File: src/rtl/cpu_test_pkg.sv
// ============================================================================
// Module : cpu_test_pkg
// Brief  : Shared types and constants for the CPU test sequencer.
// Rev    : 1.0 - initial release
// ============================================================================
`default_nettype none

package cpu_test_pkg;

  // Sequencer phases
  typedef enum logic [2:0] {
    ST_IDLE   = 3'd0,
    ST_RESET  = 3'd1,
    ST_RUN    = 3'd2,
    ST_REPORT = 3'd3,
    ST_DONE   = 3'd4
  } state_t;

  // Trace record kinds
  localparam logic KIND_FETCH = 1'b0;
  localparam logic KIND_STORE = 1'b1;

  // Width of the kind field at the top of every trace record
  localparam int KIND_W = 1;

  // Record width: {kind, tid, addr, data[, timestamp]}
  function automatic int rec_width(input int tid_w, input int addr_w,
                                   input int data_w, input int ts_w);
    return KIND_W + tid_w + addr_w + data_w + ts_w;
  endfunction

endpackage

`default_nettype wire

File: src/rtl/cpu_trace_fifo.sv
// ============================================================================
// Module : cpu_trace_fifo
// Brief  : First-word-fall-through FIFO; reports pushes dropped while full.
// Rev    : 1.0 - initial release
// ============================================================================
`default_nettype none

module cpu_trace_fifo #(
  parameter int WIDTH = 24,
  parameter int DEPTH = 16
) (
  input  logic             clk,
  input  logic             rst,
  input  logic             push_i,
  input  logic [WIDTH-1:0] push_data_i,
  input  logic             pop_i,
  output logic             valid_o,
  output logic [WIDTH-1:0] pop_data_o,
  output logic             drop_o
);

  localparam int AW = $clog2(DEPTH);

  logic [WIDTH-1:0] mem_q [DEPTH];
  logic [AW:0]      wr_ptr_q;
  logic [AW:0]      rd_ptr_q;
  logic             empty;
  logic             full;
  logic             do_pop;
  logic             do_push;

  // Pointers carry one wrap bit so full and empty are distinguishable
  assign empty   = (wr_ptr_q == rd_ptr_q);
  assign full    = (wr_ptr_q[AW] != rd_ptr_q[AW]) &&
                   (wr_ptr_q[AW-1:0] == rd_ptr_q[AW-1:0]);
  assign do_pop  = pop_i && !empty;
  // A pop in the same cycle frees the slot, so a push into a full FIFO is kept
  assign do_push = push_i && (!full || do_pop);
  assign drop_o  = push_i && full && !do_pop;

  assign valid_o    = !empty;
  assign pop_data_o = mem_q[rd_ptr_q[AW-1:0]];

  // Advance read/write pointers
  always_ff @(posedge clk) begin
    if (rst) begin
      wr_ptr_q <= '0;
      rd_ptr_q <= '0;
    end else begin
      if (do_push) wr_ptr_q <= wr_ptr_q + (AW+1)'(1);
      if (do_pop)  rd_ptr_q <= rd_ptr_q + (AW+1)'(1);
    end
  end

  // Storage write; contents need no reset since the pointers define validity
  always_ff @(posedge clk) begin
    if (do_push) mem_q[wr_ptr_q[AW-1:0]] <= push_data_i;
  end

endmodule

`default_nettype wire

File: src/rtl/cpu_test_sequencer.sv
// ============================================================================
// Module : cpu_test_sequencer
// Brief  : Runs NUM_TESTS CPU image banks back to back, times each run to HLT
//          or timeout and streams a fetch / watched-store trace.
// Config : CPU_TEST_TIMESTAMP_EN adds trace_time (cycle count at capture).
// Rev    : 1.0 - initial release
// ============================================================================
`default_nettype none

module cpu_test_sequencer
  import cpu_test_pkg::*;
#(
  parameter int                ADDR_W      = 13,
  parameter int                DATA_W      = 8,
  parameter int                NUM_TESTS   = 3,
  parameter int                TID_W       = 2,
  parameter int                RST_CYCLES  = 2,
  parameter int                TIMEOUT_W   = 16,
  parameter int                TRACE_DEPTH = 16,
  parameter logic [ADDR_W-1:0] WATCH_ADDR  = 13'h0002
) (
  input  logic                           clk,
  input  logic                           rst,
  input  logic                           start,
  input  logic [NUM_TESTS*TIMEOUT_W-1:0] timeout_vec,
  output logic                           cpu_rst_n,
  output logic [TID_W-1:0]               bank_sel,
  input  logic                           cpu_halt,
  input  logic                           cpu_fetch,
  input  logic                           bus_rd,
  input  logic                           bus_wr,
  input  logic [ADDR_W-1:0]              bus_addr,
  input  logic [DATA_W-1:0]              bus_data,
  output logic                           trace_valid,
  input  logic                           trace_ready,
  output logic                           trace_kind,
  output logic [TID_W-1:0]               trace_tid,
  output logic [ADDR_W-1:0]              trace_addr,
  output logic [DATA_W-1:0]              trace_data,
  output logic                           test_done,
  output logic                           test_halted,
  output logic [TIMEOUT_W-1:0]           test_cycles,
  output logic                           busy,
  output logic                           all_done,
  output logic                           trace_ovf
`ifdef CPU_TEST_TIMESTAMP_EN
  ,
  output logic [TIMEOUT_W-1:0]           trace_time
`endif
);

`ifdef CPU_TEST_TIMESTAMP_EN
  localparam int TS_W = TIMEOUT_W;
`else
  localparam int TS_W = 0;
`endif
  localparam int REC_W = rec_width(TID_W, ADDR_W, DATA_W, TS_W);
  localparam int RC_W  = $clog2(RST_CYCLES + 1);

  state_t               state_q, state_d;
  logic [TID_W-1:0]     tid_q;
  logic [RC_W-1:0]      rst_cnt_q;
  logic [TIMEOUT_W-1:0] cnt_q;
  logic [TIMEOUT_W-1:0] cycles_q;
  logic                 halted_q;
  logic                 halt_prev_q;
  logic                 wr_prev_q;
  logic                 fetch_prev_q;
  logic [ADDR_W-1:0]    last_fetch_q;
  logic                 ovf_q;

  logic [TIMEOUT_W-1:0] limit;
  logic                 in_run;
  logic                 rst_done;
  logic                 halt_rise;
  logic                 limit_hit;
  logic                 is_last;
  logic                 fetch_act;
  logic                 fetch_cap;
  logic                 store_cap;
  logic                 push;
  logic [REC_W-1:0]     push_rec;
  logic [REC_W-1:0]     pop_rec;
  logic                 fifo_drop;

  // Per-test cycle limit of the current test; limit 0 wraps to 2**TIMEOUT_W
  always_comb begin
    limit = timeout_vec[TIMEOUT_W-1:0];
    for (int i = 0; i < NUM_TESTS; i++) begin
      if (tid_q == TID_W'(i)) limit = timeout_vec[i*TIMEOUT_W +: TIMEOUT_W];
    end
  end

  assign in_run    = (state_q == ST_RUN);
  assign rst_done  = (rst_cnt_q == RC_W'(RST_CYCLES - 1));
  assign halt_rise = cpu_halt && !halt_prev_q;
  assign limit_hit = (cnt_q == limit - TIMEOUT_W'(1));
  assign is_last   = (tid_q == TID_W'(NUM_TESTS - 1));

  // Capture qualifiers; a simultaneous store wins over the fetch
  assign fetch_act = cpu_fetch && bus_rd;
  assign fetch_cap = in_run && fetch_act && (!fetch_prev_q || (bus_addr != last_fetch_q));
  assign store_cap = in_run && bus_wr && !wr_prev_q && (bus_addr == WATCH_ADDR);
  assign push      = fetch_cap || store_cap;

`ifdef CPU_TEST_TIMESTAMP_EN
  assign push_rec = {(store_cap ? KIND_STORE : KIND_FETCH), tid_q, bus_addr, bus_data, cnt_q};
  assign {trace_kind, trace_tid, trace_addr, trace_data, trace_time} = pop_rec;
`else
  assign push_rec = {(store_cap ? KIND_STORE : KIND_FETCH), tid_q, bus_addr, bus_data};
  assign {trace_kind, trace_tid, trace_addr, trace_data} = pop_rec;
`endif

  // State register
  always_ff @(posedge clk) begin
    if (rst) state_q <= ST_IDLE;
    else     state_q <= state_d;
  end

  // Next-state and phase-decoded outputs
  always_comb begin
    state_d   = state_q;
    cpu_rst_n = 1'b0;
    test_done = 1'b0;
    busy      = 1'b0;
    all_done  = 1'b0;
    case (state_q)
      ST_IDLE: begin
        if (start) state_d = ST_RESET;
      end
      ST_RESET: begin
        busy = 1'b1;
        if (rst_done) state_d = ST_RUN;
      end
      ST_RUN: begin
        busy      = 1'b1;
        cpu_rst_n = 1'b1;
        if (halt_rise || limit_hit) state_d = ST_REPORT;
      end
      ST_REPORT: begin
        busy      = 1'b1;
        test_done = 1'b1;
        state_d   = is_last ? ST_DONE : ST_RESET;
      end
      ST_DONE: begin
        all_done = 1'b1;
        if (start) state_d = ST_RESET;
      end
      default: state_d = ST_IDLE;
    endcase
  end

  // Test index, reset-phase length and run-cycle counters
  always_ff @(posedge clk) begin
    if (rst) begin
      tid_q     <= '0;
      rst_cnt_q <= '0;
      cnt_q     <= '0;
    end else begin
      if (((state_q == ST_IDLE) || (state_q == ST_DONE)) && start) tid_q <= '0;
      else if ((state_q == ST_REPORT) && !is_last)                 tid_q <= tid_q + TID_W'(1);
      rst_cnt_q <= ((state_q == ST_RESET) && !rst_done) ? rst_cnt_q + RC_W'(1) : '0;
      cnt_q     <= in_run ? cnt_q + TIMEOUT_W'(1) : '0;
    end
  end

  // Latch the test result as the run ends; held through REPORT
  always_ff @(posedge clk) begin
    if (rst) begin
      halted_q <= 1'b0;
      cycles_q <= '0;
    end else if (in_run && (halt_rise || limit_hit)) begin
      halted_q <= halt_rise;
      cycles_q <= (cnt_q == '1) ? cnt_q : cnt_q + TIMEOUT_W'(1);
    end
  end

  // Edge-detect history, last fetch address and sticky overflow
  always_ff @(posedge clk) begin
    if (rst) begin
      halt_prev_q  <= 1'b0;
      wr_prev_q    <= 1'b0;
      fetch_prev_q <= 1'b0;
      last_fetch_q <= '0;
      ovf_q        <= 1'b0;
    end else begin
      halt_prev_q  <= cpu_halt;
      wr_prev_q    <= bus_wr;
      fetch_prev_q <= fetch_act;
      if (fetch_cap) last_fetch_q <= bus_addr;
      if (fifo_drop) ovf_q <= 1'b1;
    end
  end

  cpu_trace_fifo #(
    .WIDTH (REC_W),
    .DEPTH (TRACE_DEPTH)
  ) u_fifo (
    .clk         (clk),
    .rst         (rst),
    .push_i      (push),
    .push_data_i (push_rec),
    .pop_i       (trace_ready),
    .valid_o     (trace_valid),
    .pop_data_o  (pop_rec),
    .drop_o      (fifo_drop)
  );

  assign bank_sel    = tid_q;
  assign test_halted = halted_q;
  assign test_cycles = cycles_q;
  assign trace_ovf   = ovf_q;

endmodule

`default_nettype wire

File: config.mk
export PLATFORM = sky130hd
export DESIGN_NAME = cpu_test_sequencer
export DESIGN_NICKNAME = d
export VERILOG_FILES = /design/src/rtl/cpu_test_pkg.sv /design/src/rtl/cpu_trace_fifo.sv /design/src/rtl/cpu_test_sequencer.sv
export SDC_FILE = /design/constraint.sdc
export NUM_CORES = 1
export LEC_CHECK = 0
export ABC_AREA = 1
export CORE_MARGIN = 2
export CORE_UTILIZATION = 40
export DETAILED_ROUTE_END_ITERATION = 7
export GPL_ROUTABILITY_DRIVEN = 0
export PLACE_DENSITY_LB_ADDON = 0.05
export REMOVE_ABC_BUFFERS = 1
export SETUP_SLACK_MARGIN = 0.15
export SLEW_MARGIN = 20
export SYNTH_ARGS = -nofsm -noshare
export SYNTH_HDL_FRONTEND = slang
export SYNTH_SLANG_ARGS = --single-unit
File: constraint.sdc
create_clock -name clk -period 4.5 [get_ports clk]
set_input_delay 1.125 -clock clk [delete_from_list [all_inputs] [get_ports clk]]
set_output_delay 1.125 -clock clk [all_outputs]
set_load 0.005 [all_outputs]
==> metrics.txt <==
max capacitance violation total=0; Finished Core Util=0.4874; I/O pin total=126; final critical-path share of the clock period=0.9120; count of nets left with antenna violations after detail routing=0; worst rel slew slack=0.3862; cell types with the largest area share after synthesis=edfxtp_1, dfxtp_1, mux2i_1; area of the die=50950 µm²; most repeated cell in the gate-level netlist after synthesis=edfxtp_1; Post-synth EDFFs=384; number of buffers on the longest clock path=3; antenna violations before repair=1; CTS tree=yes; Primary FF master, synth=edfxtp_1; area share of and/or/nand/nor cells after synthesis=0.1071; total number of nets in the final design=1963; post-cts sizing count=0; Post-CTS Setup Repair Bufs=0; XOR/XNOR share of the synthesized area=0.01425; Worst Setup Path Type=flop to output port; Setup WS pre-CTS=0.3005 ns; gr ovfl total=0; worst-case setup margin in the final layout=0.3962 ns; vias after detailed routing=12939; count of buffers from port buffering=125; clock tree sinks=455; Post-Synthesis Mean Instance Area=11.43 µm²; height of the die=225.7 µm; Core ar.=48750 µm²; gr usage total=0.2001; final setup fails=0; compound-cell area share of the yosys netlist=0.1094; CTS hold repair buffers=0; cell type of the slowest stage on the worst timing path=dfxtp_2; clk_lat worst skew=0.58 ns; outcome=completed; largest family of logic cells by synthesized area=compound AO/OA/AOI/OAI gates; share of synthesized area occupied by flip-flops and latches=0.6587; final routed DRC violation total=0; die width=225.7 µm; Async SR Flop Fraction=0; peak per-stage delay on the critical path=0.71 ns; number of placement rows=81; Worst path depth=6; detailed-route wire length=50490 µm; CTS buffer count=50; CTS clock-pin slew for the worst setup and hold paths=0.06 ns; fin crit period=4.104 ns; first-pass GRT wire length=76530 µm; maximum vdd ir drop=279.3 µV; worst flop-to-flop path startpoint=bank_sel[0]$_SDFFE_PP0P_; worst-case register-to-register setup slack=1.02 ns; worst path bufs/invs=3; Fmax=243.7 MHz; endpoint of the most critical register-to-register path=test_cycles[9]$_SDFFE_PP0P_; maximum level of the CTS H-tree=2; half-perimeter wire length after detailed placement=32250 µm; post-synthesis cell type with the largest combined area=edfxtp_1; distinct cell type count of the synthesized netlist=42; critical path endpoint=trace_addr[7]; number of iterations in the first detailed-routing pass=5; arrival time of data at the critical path endpoint=2.98 ns; synthesized instance count=1721; wire length per cell=19.58 µm; kind of capture point of the worst setup path=output port; type of the tightest min-delay check=flop to flop; worst slew pin tran=0.9185 ns; data required time of the critical path=3.38 ns; Post-synth top cells=edfxtp_1, nand2_1, inv_1, o21ai_0, nor2_1; yosys warns=0; fraction of layout cells with a size suffix above 1=0.1014; Worst Skew=0.01113 ns; pin count of the biggest net entering global routing=99; post-synthesis cell area=19660 µm²; effective utilization at floorplan=0.4034; max-slew violation count=0; signed area change from the synthesized netlist to the final layout=20.83%; number of hold-slack violations in the final timing report=0; via count of the first global-routing pass=12650; fraction of synthesized cell area taken by the top area cell type=0.5864; Worst Reg-to-Reg Cells=24; critical path launch point type=flop; RSZ-0062 raised after global routing=no; worst path cell trace=inv_1, buf_4, o211ai_1, o211ai_1, nand2_1, clkdlybuf4s50_1; synthesized flop and latch total=455; power density over cell area=479.3 nW/µm²; top cell family by delay on the critical path=buffers and inverters; maximum fanout along the worst path=23; adder-cell share of the synthesized area=0.006363; mux contribution to synthesized area=0.04887; leakage dissipation=8.253 nW; CTS root buf=clkbuf_16; violation count after the first detailed-route iteration=904; CP most frequent cell=o211ai_1; Via density=5.017
where the power goes:
part / internal [W] / switching [W] / leakage [nW]
clock: 0.00242 / 0.00161 / 0.791
combinational: 0.00109 / 0.00152 / 3.43
sequential: 0.00464 / 0.0000991 / 4.03
total: 0.00815 / 0.00324 / 8.25
through the flow:
stage               total power, W  hold WS, ns  TNS [ns]  instance area (µm²)  std cells
finish                     0.01139       0.4195         0                23760       2579
global route               0.01195       0.4331         0                23760       2578
CTS                        0.01152       0.4216         0                23730       2577
detailed placement        0.007465       0.4145         0                22110       2487
global placement          0.007464       0.4050         0                22110       2487
floorplan                 0.006562       0.3973    -87.15                19290       1632
cell type report:
type / count / area, µm²
Multi-Input combinational cell: 989 / 5744
Clock buffer: 72 / 1469
Antenna cell: 1 / 2.502
Sequential cell: 455 / 12960
Inverter: 188 / 710.7
Tap cell: 664 / 830.8
Timing Repair Buffer: 192 / 1887
Fill cell: 4442 / 24990
Clock inverter: 18 / 155.1
layout by cell type, fill, tap and decap left out, types with 6 or more instances in the layout:
cell             synthesis  final
nand3_1                 89     89
nand2_2                 11     11
clkinv_1                 1     10
edfxtp_1               384    384
buf_12                   0      9
clkbuf_16                0     54
nor3_1                  10     10
nor2_1                 122    106
inv_1                  182    182
buf_4                    3     57
o21ai_0                147    147
clkdlybuf4s50_1          0    125
dfxtp_1                 71     68
mux2i_1                 96     96
xor2_1                  27     27
ha_1                    10     10
clkbuf_1                66     13
a21oi_1                119    119
nor2_2                  15     15
or2_1                   12     12
o211ai_1                96     96
nand2_1                191    191
nor4_1                   6      6
nand4_1                  8      8
nor2_4                   3     19
worst min-delay path by stage:
| stage | start | to | slack (ns) | depth (start not counted) |
|---|---|---|---|---|
| 2_1_floorplan | rst_cnt_q[0]$_SDFF_PP0_ | rst_cnt_q[0]$_SDFF_PP0_ | 0.40 | 1 |
| 3_3_place_gp | rst_cnt_q[0]$_SDFF_PP0_ | rst_cnt_q[0]$_SDFF_PP0_ | 0.41 | 1 |
| 3_5_place_dp | rst_cnt_q[0]$_SDFF_PP0_ | rst_cnt_q[0]$_SDFF_PP0_ | 0.41 | 1 |
| 4_1_cts | rst_cnt_q[0]$_SDFF_PP0_ | rst_cnt_q[0]$_SDFF_PP0_ | 0.42 | 1 |
| 5_1_grt | rst_cnt_q[0]$_SDFF_PP0_ | rst_cnt_q[0]$_SDFF_PP0_ | 0.43 | 1 |
| 6_report | rst_cnt_q[0]$_SDFF_PP0_ | rst_cnt_q[0]$_SDFF_PP0_ | 0.42 | 1 |
cells by family (layout without fill, tap and decap cells):
logic type / count (synthesis) / count (layout)
xor+xnor: 32 / 32
compound gates: 376 / 376
fa+ha+maj: 10 / 10
simple gates: 475 / 475
other cells: 0 / 1
buf+inv: 277 / 470
mux: 96 / 96
flops: 455 / 455
per-layer routing:
layer / vias to the layer above / part of all wire / track usage
li1: 6380 / - / -
met1: 6225 / 0.48 / 0.2853
met2: 275 / 0.45 / 0.3166
met3: 59 / 0.054 / 0.03422
met4: 0 / 0.018 / 0.05213
met5: - / 0 / 0
registers in the layout, indices dropped and copies added (netlist names), named ones only:
| signal | cells |
|---|---|
| bank_sel | 2 |
| cnt_q | 16 |
| fetch_prev_q | 1 |
| halt_prev_q | 1 |
| last_fetch_q | 13 |
| rst_cnt_q | 2 |
| state_q | 3 |
| test_cycles | 16 |
| test_halted | 1 |
| trace_ovf | 1 |
| u_fifo.mem_q | 384 |
| u_fifo.rd_ptr_q | 5 |
| u_fifo.wr_ptr_q | 5 |
| wr_prev_q | 1 |
Power figures use the tool's default switching activity.
==> RTL edit 1: new RTL, same flow settings <==
Register the output `trace_ovf` once more, without a reset; this adds one clock of latency there. The other outputs are not delayed to match.
--- a/src/rtl/cpu_test_sequencer.sv
+++ b/src/rtl/cpu_test_sequencer.sv
@@ -209,7 +209,9 @@
   assign bank_sel    = tid_q;
   assign test_halted = halted_q;
   assign test_cycles = cycles_q;
-  assign trace_ovf   = ovf_q;
+  always_ff @(posedge clk) begin
+    trace_ovf <= ovf_q;
+  end
 
 endmodule
 
Check against the original RTL: same outputs for any inputs over 4 cycles, from zero or initial values and one cycle with rst high; that may be too few to reach the edited logic, so the function may still have changed.
==> RTL edit 1 against the unedited design <==
- non-clock buffer count fell by 23
- wire length rose by 0.29%
- sequential cell count rose by 1
- final area fell by 1.6%
- power fell by 2.7%
- area after synthesis rose by 0.10%
- sequential power rose by 1%
- worst setup slack improved by 0.064 ns
- critical path type unchanged
==> RTL edit 1: results <==
export IMPL_outcome="finished clean"
export IMPL_max_stage_delay_ns=0.63
export IMPL_wl_met2_um=24000
export IMPL_viasPerCell=5.08
export IMPL_preCtsSetupSlack_ns=0.123
export IMPL_fin_skew_ns=0.0195
export IMPL_hpwl_um=30200
export IMPL_drt_met1_wl_um=23500
export IMPL_ir_worst_vdd_v=0.000276
export IMPL_dr_max_layer_used="met4"
export IMPL_reg2reg_from="bank_sel[1]"
export IMPL_cts_root_buf="clkbuf_16"
export IMPL_first_global_vias=12974
export IMPL_switching_share=0.293
export IMPL_leakagePower_nw=8.07
export IMPL_arrival_ns=2.91
export IMPL_detail_route_first_pass_iterations=7
export IMPL_min_delay_start="ovf_q"
export IMPL_layout_drive_gt1_share=0.0899
export IMPL_synthArstFlopShare=0
export IMPL_wl_per_cell_um=19.8
export IMPL_cts_buffers=49
export IMPL_grt_total_usage=0.203
export IMPL_cp_slowest_cell="dfxtp_4"
export IMPL_grt_max_degree=70
export IMPL_post_dp_cell_area_um2=21900
export IMPL_drt_iter0_drc=882
export IMPL_hold_ws_ns=0.366
export IMPL_fin_nets=1940
export IMPL_worst_pin_slew_ns=1.09
export IMPL_clock_fmax_ghz=0.248
export IMPL_netlist_top_cells_area="edfxtp_1 59%, dfxtp_1 7.3%, mux2i_1 4.9%"
export IMPL_fillers=4463
export IMPL_wl_met3_um=2250
export IMPL_grt_antenna_before_repair=0
export IMPL_cp_max_fo=62
export IMPL_antennaDiodeCount=0
export IMPL_grt_pass1_wl_um=77900
export IMPL_synth_seq_area_share=0.659
[RTL edit 1: cell types whose count changed after synthesis]
cell / delta
dfxtp_1: +1
[RTL edit 1: final cells by class]
cell class              instances  share of cell area
inverters                     188              0.0305
clock buffers                  65              0.0559
flip-flops and latches        456               0.555
well taps                     664              0.0355
clock inverters                25             0.00690
repair buffers                169              0.0706
multi-input cells             989               0.246
[RTL edit 1: path summary, 6_finish.rpt]
path / endpoint / depth (start not counted)
worst max-delay path: trace_addr[5] / 6
worst min-delay path: trace_ovf / 0
worst max register to register: test_cycles[13] / 21
worst min register to register: trace_ovf / 0
[RTL edit 1: power groups by stage]
stage	clock, mW	sequential (mW)	combinational, mW
after floorplan	0	5.06	1.51
after global placement	0	4.89	2.52
after detailed placement	0	4.89	2.53
after CTS	3.82	4.79	2.59
after global routing	4.01	4.80	2.86
final	3.75	4.79	2.54
[RTL edit 1: cells by family after synthesis]
group / after synthesis / synth area share
DFF: 456 / 0.659
adders and majority gates: 10 / 0.00636
AOI/OAI and AO/OA: 376 / 0.109
xor gates and xnor gates: 32 / 0.0142
buffers and inverters: 277 / 0.0552
muxes: 96 / 0.0488
and+or+nand+nor: 475 / 0.107
[RTL edit 1: per-stage QoR]
stage	utilization	instances	setup TNS (ns)
after floorplan	-	1633	-87.15
after global placement	0.449	2465	0
after detailed placement	0.449	2465	0
after CTS	0.480	2556	0
after global routing	0.480	2556	0
final	0.480	2556	0
[RTL edit 1: critical path: cells and delay by family (launching register included)]
family	cells	cell delay (ns)
buffers and inverters	2	0.82
DFF	1	0.63
muxes	1	0.51
and+or+nand+nor	2	0.18
AOI/OAI and AO/OA	1	0.16
[RTL edit 1: metal layers]
layer / global-route usage / up-vias
li1: - / 6335
met1: 0.281 / 6325
met2: 0.332 / 250
met3: 0.0325 / 65
met4: 0.0517 / 0
met5: 0 / -
[RTL edit 1: what timing repair did]
action,4_1_cts,5_1_grt
pin swaps,0,0
buffers inserted,1,0
setup endpoints to repair,4,2
gates resized for setup,0,2
==> RTL edit 2: new RTL, same flow settings <==
Without the edit above. Change the parameter `TIMEOUT_W` from 16 to 20.
--- a/src/rtl/cpu_test_sequencer.sv
+++ b/src/rtl/cpu_test_sequencer.sv
@@ -15,7 +15,7 @@
   parameter int                NUM_TESTS   = 3,
   parameter int                TID_W       = 2,
   parameter int                RST_CYCLES  = 2,
-  parameter int                TIMEOUT_W   = 16,
+  parameter int                TIMEOUT_W   = 20,
   parameter int                TRACE_DEPTH = 16,
   parameter logic [ADDR_W-1:0] WATCH_ADDR  = 13'h0002
 ) (
Ports: changed (resized test_cycles and timeout_vec); port bits go from 126 to 142. No check against the original RTL was run, so the function may have changed too.
==> RTL edit 2 against the unedited design <==
- worst setup slack improved by 0.012 ns
- area after synthesis rose by 2.9%
- global-route usage is 0.098 points lower
- die area up 2.9%
- non-clock buffer count is 13 higher
- register-to-register slack got worse by 0.30 ns
- count of clock-buffer cells in the layout fell by 11
- critical path depth rose by 1
- wire length is 2.8% higher
- power is 1.2% lower
- largest cell class unchanged
- final area is 2.5% higher
- maximum frequency is 0.29% higher
- sequential cell count rose by 8
==> RTL edit 2: results <==
export IMPL_fin_cells=2680
export IMPL_post_dp_cell_area_um2=22800
export IMPL_synthAdderAreaFrac=0.00618
export IMPL_fin_nets=2068
export IMPL_cp_slowest_cell="buf_4"
export IMPL_multi_input_gates=1057
export IMPL_buffers=205
export IMPL_inverters=192
export IMPL_synth_xor_area_share=0.0210
export IMPL_synth_compound_area_frac=0.108
export IMPL_slew_limit_headroom=0.262
export IMPL_clkCellAreaFrac=0.0614
export IMPL_fillers=4596
export IMPL_ys_types=44
export IMPL_dp_cells=2586
export IMPL_fin_skew_ns=0.0271
export IMPL_leakagePower_nw=8.41
export IMPL_sh_seq_area=0.539
export IMPL_grt_antenna_before_repair=0
export IMPL_dr_total_vias=13592
export IMPL_synth_edff_count=384
export IMPL_arrival_ns=2.97
export IMPL_grt_use_met1=0.276
export IMPL_drt_iter0_drc=716
export IMPL_max_stage_delay_ns=0.58
export IMPL_ys_top_cells_by_count="384 x edfxtp_1, 208 x nand2_1, 183 x inv_1, 150 x nor2_1, 149 x o21ai_0"
export IMPL_layout_drive_gt1_share=0.0921
export IMPL_antennaDiodeCount=0
export IMPL_drt_met1_wl_um=24400
export IMPL_ff2ff_setup_slack_ns=0.72
export IMPL_numPortBuffers=141
export IMPL_clk_pin_slew_ns=0.06
export IMPL_wl_per_cell_um=19.4
export IMPL_die_width_um=229
export IMPL_largest_register_ffs=384
export IMPL_netlist_top_cells_area="edfxtp_1 57%, dfxtp_1 7.8%, mux2i_1 4.7%"
export IMPL_wl_met2_um=24700
export IMPL_outcome="finished clean"
export IMPL_cts_buffers=50
export IMPL_wl_met3_um=1890
export IMPL_seqCellArea_um2=13100
export IMPL_ctsHtreeMaxLevel=2
export IMPL_critPathTopFamily="buffers and inverters"
export IMPL_use_met3=0.0322
export IMPL_ir_worst_vdd_v=0.000297
export IMPL_grt_max_degree=89
export IMPL_cp_max_fo=42
export IMPL_hpwl_um=31300
export IMPL_nClkBuffers=61
export IMPL_synth_seq_area_share=0.648
export IMPL_gr_usage_met2=0.328
export IMPL_grt_total_usage=0.199
export IMPL_postSynthCellCount=1808
export IMPL_dr_max_layer_used="met4"
export IMPL_synth_seq_cells=463
export IMPL_multi_input_area_um2=6120
export IMPL_synthMuxAreaShare=0.0475
export IMPL_buf_share=0.0842
export IMPL_cts_resized=0
export IMPL_grt_pass1_wl_um=80100
RTL edit 2: cell types whose count changed after synthesis, moves of 4 or more:
cell	delta
a21oi_1	+4
dfxtp_1	+8
xor2_1	+11
or2_2	+4
nand3b_1	+6
nand2_1	+17
clkbuf_1	+4
o21bai_1	+4
nor2_1	+28
nor2_2	-14
RTL edit 2: worst paths after layout:
kind / startpoint / endpoint / cells past startpoint
max: flop / trace_kind / 7
min: rst_cnt_q[0] / rst_cnt_q[0] / 1
min reg2reg: rst_cnt_q[0] / rst_cnt_q[0] / 1
max reg2reg: bank_sel[1] / state_q[1] / 19
RTL edit 2: power breakdown:
part | switching [mW] | internal [mW]
clock network | 1.65 | 2.15
registers | 0.114 | 4.72
logic | 1.50 | 1.13
RTL edit 2: through the flow:
stage / setup slack, ns / hold slack (ns)
CTS: 0.395 / 0.431
global route: 0.170 / 0.459
detailed placement: 0.0925 / 0.424
finish: 0.408 / 0.429
floorplan: -3.65 / 0.397
global placement: 0.128 / 0.408
